**src/rtl/uart_rx_core.sv**
```systemverilog
// UART receiver core: 16x-oversampled start/data/parity/stop recovery with a
// valid/read byte handshake plus parity, framing and overrun flags.
module uart_rx_core #(
    parameter int TIMER_BITS = 10,
    parameter int DATA_BITS  = 8
) (
    input  logic                  clk,
    input  logic                  arst_n,
    input  logic                  rx_en,
    input  logic [TIMER_BITS-1:0] Load_Value,
    input  logic                  parity_en,
    input  logic                  parity_odd,
    input  logic                  rx_in,
    input  logic                  rx_read,
    output logic [DATA_BITS-1:0]  rx_data,
    output logic                  rx_valid,
    output logic                  parity_err,
    output logic                  frame_err,
    output logic                  overrun,
    output logic                  rx_busy
);

    localparam int BIT_W = $clog2(DATA_BITS);
    localparam logic [BIT_W-1:0] LAST_BIT = BIT_W'(DATA_BITS - 1);

    typedef enum logic [2:0] {
        IDLE,
        START,
        DATA,
        PARITY,
        STOP
    } state_t;

    state_t state, state_nx;

    logic                  sync1, rx_s, rx_prev;
    logic [TIMER_BITS-1:0] timer, load_q;
    logic [3:0]            cnt;
    logic [BIT_W-1:0]      bit_idx;
    logic [DATA_BITS-1:0]  shift;
    logic                  par_bad;

    logic tick, mid_tick, bit_tick, start_det;
    logic sample_data, sample_par, commit;

    // NOTE: synchronizer and edge-history flops reset to the idle-high line
    // level so that leaving reset never looks like a start bit.
    always_ff @(posedge clk or negedge arst_n) begin
        if (!arst_n) begin
            sync1   <= 1'b1;
            rx_s    <= 1'b1;
            rx_prev <= 1'b1;
        end else begin
            sync1   <= rx_in;
            rx_s    <= sync1;
            rx_prev <= rx_s;
        end
    end

    assign tick      = (state != IDLE) && (timer == load_q);
    assign mid_tick  = tick && (cnt == 4'd7);
    assign bit_tick  = tick && (cnt == 4'hF);
    // A start needs a seen-high-then-low edge, so a line held low never re-arms.
    assign start_det = rx_en && rx_prev && !rx_s;

    // State register
    always_ff @(posedge clk or negedge arst_n) begin
        if (!arst_n) state <= IDLE;
        else         state <= state_nx;
    end

    // NOTE: every combinational output gets a default first so no latch is inferred.
    always_comb begin
        state_nx = state;
        if (!rx_en) begin
            state_nx = IDLE;
        end else begin
            case (state)
                IDLE:    if (start_det) state_nx = START;
                START:   if (mid_tick)  state_nx = rx_s ? IDLE : DATA;
                DATA:    if (bit_tick && (bit_idx == LAST_BIT))
                             state_nx = parity_en ? PARITY : STOP;
                PARITY:  if (bit_tick)  state_nx = STOP;
                STOP:    if (bit_tick)  state_nx = IDLE;
                default:                state_nx = IDLE;
            endcase
        end
    end

    always_comb begin
        rx_busy     = (state != IDLE);
        sample_data = 1'b0;
        sample_par  = 1'b0;
        commit      = 1'b0;
        if (rx_en && bit_tick) begin
            sample_data = (state == DATA);
            sample_par  = (state == PARITY);
            commit      = (state == STOP);
        end
    end

    // Oversample timer and mod-16 tick counter; divisor frozen for the whole frame.
    always_ff @(posedge clk or negedge arst_n) begin
        if (!arst_n) begin
            timer  <= '0;
            cnt    <= '0;
            load_q <= '0;
        end else if (state == IDLE) begin
            timer <= '0;
            cnt   <= '0;
            if (start_det) load_q <= Load_Value;
        end else if (tick) begin
            timer <= '0;
            cnt   <= ((state == START) && (cnt == 4'd7)) ? 4'd0 : cnt + 4'd1;
        end else begin
            timer <= timer + TIMER_BITS'(1);
        end
    end

    always_ff @(posedge clk or negedge arst_n) begin
        if (!arst_n) begin
            bit_idx <= '0;
            shift   <= '0;
            par_bad <= 1'b0;
        end else begin
            if (state == START) begin
                bit_idx <= '0;
                par_bad <= 1'b0;
            end
            if (sample_data) begin
                shift   <= {rx_s, shift[DATA_BITS-1:1]};
                bit_idx <= bit_idx + BIT_W'(1);
            end
            if (sample_par) par_bad <= ((^shift) ^ rx_s) != parity_odd;
        end
    end

    // A completing frame beats a same-cycle read: newest byte is kept and
    // overrun is only raised when the previous byte was left unread.
    always_ff @(posedge clk or negedge arst_n) begin
        if (!arst_n) begin
            rx_data    <= '0;
            rx_valid   <= 1'b0;
            parity_err <= 1'b0;
            frame_err  <= 1'b0;
            overrun    <= 1'b0;
        end else if (commit) begin
            rx_data    <= shift;
            rx_valid   <= 1'b1;
            parity_err <= par_bad & parity_en;
            frame_err  <= ~rx_s;
            overrun    <= rx_valid & ~rx_read;
        end else if (rx_read) begin
            rx_valid <= 1'b0;
            overrun  <= 1'b0;
        end
    end

endmodule
```
**config.mk**
```make
export PLATFORM = sky130hd
export DESIGN_NAME = uart_rx_core
export DESIGN_NICKNAME = d
export VERILOG_FILES = /design/src/rtl/uart_rx_core.sv
export SDC_FILE = /design/constraint.sdc
export NUM_CORES = 1
export LEC_CHECK = 0
export ABC_AREA = 0
export CORE_MARGIN = 3
export CORE_UTILIZATION = 58
export DETAILED_ROUTE_END_ITERATION = 12
export PLACE_DENSITY_LB_ADDON = 0.1
export SLEW_MARGIN = 20
export SYNTH_ARGS = -nofsm -noshare
export SYNTH_HDL_FRONTEND = slang
export SYNTH_SLANG_ARGS = --single-unit
```
**constraint.sdc**
```tcl
create_clock -name clk -period 4 [get_ports clk]
set_input_delay 0.6 -clock clk [delete_from_list [all_inputs] [get_ports clk]]
set_output_delay 0.6 -clock clk [all_outputs]
set_load 0.05 [all_outputs]
```
* After elaboration in Yosys (flattened, before gate mapping)
Index checks and enable logic that the tools add are counted.
** Word-level totals
- Bits in registers :: 54
- Bits of input ports :: 17
- Output and inout bits :: 13
** Operators by class
- Add/sub/neg operators :: 3
- Equality and inequality tests :: 14
- Multiplexer cells :: 24
- Bitwise gates (word level) :: 5
- Reduce and logical (&&, ||, !) cells :: 18
** Operators by type and width (number)
- two-way mux 3 bit :: 9
- two-way mux 10 bit :: 2
- != test 3 bit (second input constant) :: 5
- case mux 3 bit (5 select lines) :: 1
- two-way mux 4 bit :: 3
- adder 10 x 1 -> 10 bit (second input constant) :: 1
- equality test 10 bit :: 1
- logical AND 1 bit :: 8
- two-way mux 1 bit :: 8
- nonzero test 2 bit :: 4
- parity 8 bit :: 1
- equality test 3 x 2 -> 1 bit (second input constant) :: 2
- equality test 3 bit (second input constant) :: 2
- AND reduction 5 bit :: 1
- adder 4 x 1 -> 4 bit (second input constant) :: 1
- equality test 4 x 3 -> 1 bit (second input constant) :: 1
- equality test 4 bit (second input constant) :: 1
- adder 3 x 1 -> 3 bit (second input constant) :: 1
- equality test 3 x 1 -> 1 bit (second input constant) :: 1
- logical NOT 3 bit :: 1
- nonzero test 3 bit :: 1
- bitwise AND 1 bit :: 2
- two-way mux 2 bit :: 1
- NOT 1 bit :: 2
- 4 further kinds :: 4

* Depth between registers and ports, before layout
- Word-level depth :: 7
- Depth in mapped cells :: 7
- Gate-level depth less buffers :: 6

* Least setup slack after synthesis
OpenSTA, ideal clock, no wires.
- Path type :: register -> register
- From :: register timer[6]
- To :: register shift[0]
- Library setup time :: 0.125 ns
- Data arrival time :: 1.968 ns
- Required time :: 3.875 ns
- Slack :: 1.907 ns
- Stages on the path, launching flop included :: 6
- Buffers on the path :: 0
- Period minus slack after synthesis :: 2.093 ns
- Cells stage by stage :: dfrtp_1 > xor2_1 > nor4_4 > nand4_4 > nor3_4 > mux2_4
** Between the ends
- Word-level cells in the longest chain between the ends :: 5
** Ends and longest elaborated chain
- from (decl) :: line 37 : logic [TIMER_BITS-1:0] timer, load_q;
- from (signal assigned) :: line 116 : timer <= timer + TIMER_BITS'(1);
- equality test 10 bit :: line 60 : assign tick = (state != IDLE) && (timer == load_q);
- logical AND 1 bit :: line 60
- logical AND 1 bit :: line 62 : assign bit_tick = tick && (cnt == 4'hF);
- logical AND 1 bit :: line 95 : if (rx_en && bit_tick) begin
- two-way mux 1 bit :: line 95
- to (signal assigned) :: line 131 : shift <= {rx_s, shift[DATA_BITS-1:1]};
- to (decl) :: line 40 : logic [DATA_BITS-1:0] shift;
No other way between the ends.
A chain may end at the register's enable or synchronous reset.

* Worst setup path after layout
- From :: register state[0]
- To :: output port rx_busy
** Between the ends
- Word-level cells in the longest chain between the ends :: 1
** Ends and longest elaborated chain
- from (decl) :: line 34 : state_t state, state_nx;
- from (signal assigned) :: line 69 : else state <= state_nx;
- nonzero test 3 bit :: line 91 : rx_busy = (state != IDLE);
- to (decl) :: line 20 : output logic rx_busy
No other way between the ends.

==> reports/results.txt <==
Clock Skew -> 0.0110 ns
Final setup TNS -> 0 ns
Setup crit end kind -> output port
Pwr/cell area -> 334 nW/um^2
Number of synthesized flops with an enable pin -> 0
# setup viols final -> 0
CP arrival -> 2.48 ns
First-pass GRT wire length -> 8500 um
Dominant cells by area after synthesis -> dfrtp_1 (49%), xor2_1 (4.7%), mux2_4 (4.6%), mux2_2 (4.3%), xnor2_1 (4.0%)
Synth Cell Area -> 2630 um^2
Antenna violations before repair -> 0
Synth top cells by count -> dfrtp_1 (51), nor2_1 (15), nand2_1 (14), xor2_1 (14)
DIE HEIGHT -> 73.3 um
Number of port buffers -> 29
Number of synthesized register bits -> 54
Clk buf depth -> 2
Final Non-Filler Cells -> 303
CTS tree -> built
Via count -> 1,756
Syn Nets -> 242
Min cycle time layout -> 3.08 ns
Tot GR Track Use -> 20.3%
Final hold violations -> 0
Slew headroom -> 54.4%
CTS buffer count -> 5
Max Clk Rate -> 325 MHz
DR DRC count -> 0
Clk sink count -> 54
Max VDD drop -> 0.000267 V
Delay of the slowest critical-path stage -> 0.74 ns
Drt initial violations -> 161
Max-cap violations -> 0
Die span in x -> 73.3 um
Fraction of the yosys area taken by sequential cells -> 51.5%
RSZ-0062 raised after global routing -> false
Most used DFF post-synth -> dfrtp_1
Total gr overflow -> 0
R2R depth -> 3
DR vias/cell -> 5.80
Worst hold path class -> in2async
GPL Wtd Cong -> 0.823
Critical setup path kind -> reg2out
Inserted Diodes -> 0
Post-CTS setup buffers -> 0
Row count -> 23
CORE AREA -> 4170 um^2
Yosys cell types -> 40
CP max FO -> 18
DP HPWL -> 3430 um
Area leader, netlist -> dfrtp_1
Nets -> 273
Mean Syn Cell Area -> 11.9 um^2
Most common cell in the netlist -> dfrtp_1
CTS resizes -> 0
Routed len/inst -> 15.8 um
Die area -> 5380 um^2
WL final -> 4790 um
Synth Warn # -> 0
Leakage -> 1.35 nW
Cell count after synthesis -> 221
Hold buffers post-CTS -> 0
Post-route antenna net violation count -> 0
Critical Path RT -> 3.40 ns
Area grow syn2layout -> 16.0%
Clock-pin slew on the worst setup and hold paths -> 0.09 ns
Yosys top cell area share -> 48.5%
Dpl cells -> 295
Status -> completed
Share of cells above drive strength 1 -> 13.4%
Fillers -> 308
Measured slew at the worst slew-check pin -> 0.679 ns
Drt pass-1 iters -> 4
Pin count of the biggest net entering global routing -> 29
CP Launch Type -> register
H-Tree Level Count -> 2
Vias in the first global route -> 1,826
Clock Latency Late Sink -> 0.30 ns
Root Driver -> clkbuf_8
Slowest cell on crit path -> clkdlybuf4s50_1
Final period utilization -> 76.9%
Worst path cell trace -> nor3_1 > inv_1 > clkdlybuf4s50_1
Slew Viols, Final -> 0
Share of flip-flops with an asynchronous set or reset -> 100%
Starting density of the core -> 63.0%
Io pins -> 30
-- path summary, 6_finish.rpt --
kind	from	end	slack, ns
worst max-delay path	state[0]	rx_busy	0.92
worst min-delay path	arst_n	load_q[4]	0.29
worst max register to register	state[0]	load_q[5]	1.55
worst min register to register	sync1	rx_s	0.36
max in group asynchronous	arst_n	rx_s	2.88
min in group clk	sync1	rx_s	0.36
-- worst max-delay path, delay by kind of cell, from the launching register on --
kind	cells	cell delay, ns
buffers and inverters	2	0.92
AND/OR/NAND/NOR	1	0.66
flip-flops	1	0.59
-- registers in the layout (all words and copies together) (netlist names), 3 cells and up --
signal,count
bit_idx,3
timer,10
rx_data,8
load_q,10
cnt,4
shift,8
state,3
-- cells in the final DEF, fill, tap and decap left out, types with 7 or more instances in the layout --
master / n
dfrtp_1: 51
clkdlybuf4s50_1: 28
nor2_1: 15
xor2_1: 14
nand2_1: 14
nand3_1: 12
xnor2_1: 12
mux2_2: 10
mux2_1: 8
mux2_4: 8
a21oi_1: 7
-- per-stage QoR --
step | hold WS [ns] | setup slack (ns) | utilization, % | power (W) | instance area, um^2
finish | 0.290 | 0.922 | 73.1 | 0.00102 | 3050
global route | 0.336 | 0.769 | 73.1 | 0.00107 | 3050
CTS | 0.314 | 0.970 | 73.1 | 0.00103 | 3050
detailed placement | 0.350 | 1.20 | 70.9 | 0.000725 | 2960
global placement | 0.350 | 1.28 | 70.9 | 0.000721 | 2960
floorplan | 0.304 | 1.91 | - | 0.000678 | 2630
-- cells by family after synthesis --
group | after synthesis | synth area share (%)
compound gates | 29 | 6.85
xor+xnor | 27 | 9.52
fa+ha+maj | 4 | 1.90
buf+inv | 10 | 1.52
flops | 54 | 51.5
mux | 28 | 13.0
simple gates | 69 | 15.6
-- power by group --
part	internal, W	leakage (nW)	switching, W	total [W]
sequential	0.000574	0.722	0.0000227	0.000596
clock	0.000141	0.0455	0.000164	0.000305
combinational	0.0000550	0.580	0.0000617	0.000117
-- metal layers --
layer  global-route usage (%)  up-vias  part of all wire, %
met3                     3.28        7                  3.2
li1                         -      841                    -
met4                     5.43        0                  1.1
met2                     33.1       36                   48
met5                        0        -                    0
met1                     28.5      872                   47
-- final cells by class --
cell class              instances  area, um^2  area share [%]
multi-input cells             157        1230            40.5
flip-flops and latches         54        1360            44.4
inverters                       4        15.0           0.492
repair buffers                 30         293            9.60
well taps                      50        62.6            2.05
clock buffers                   8        90.1            2.95
Power figures use the tool's default switching activity.
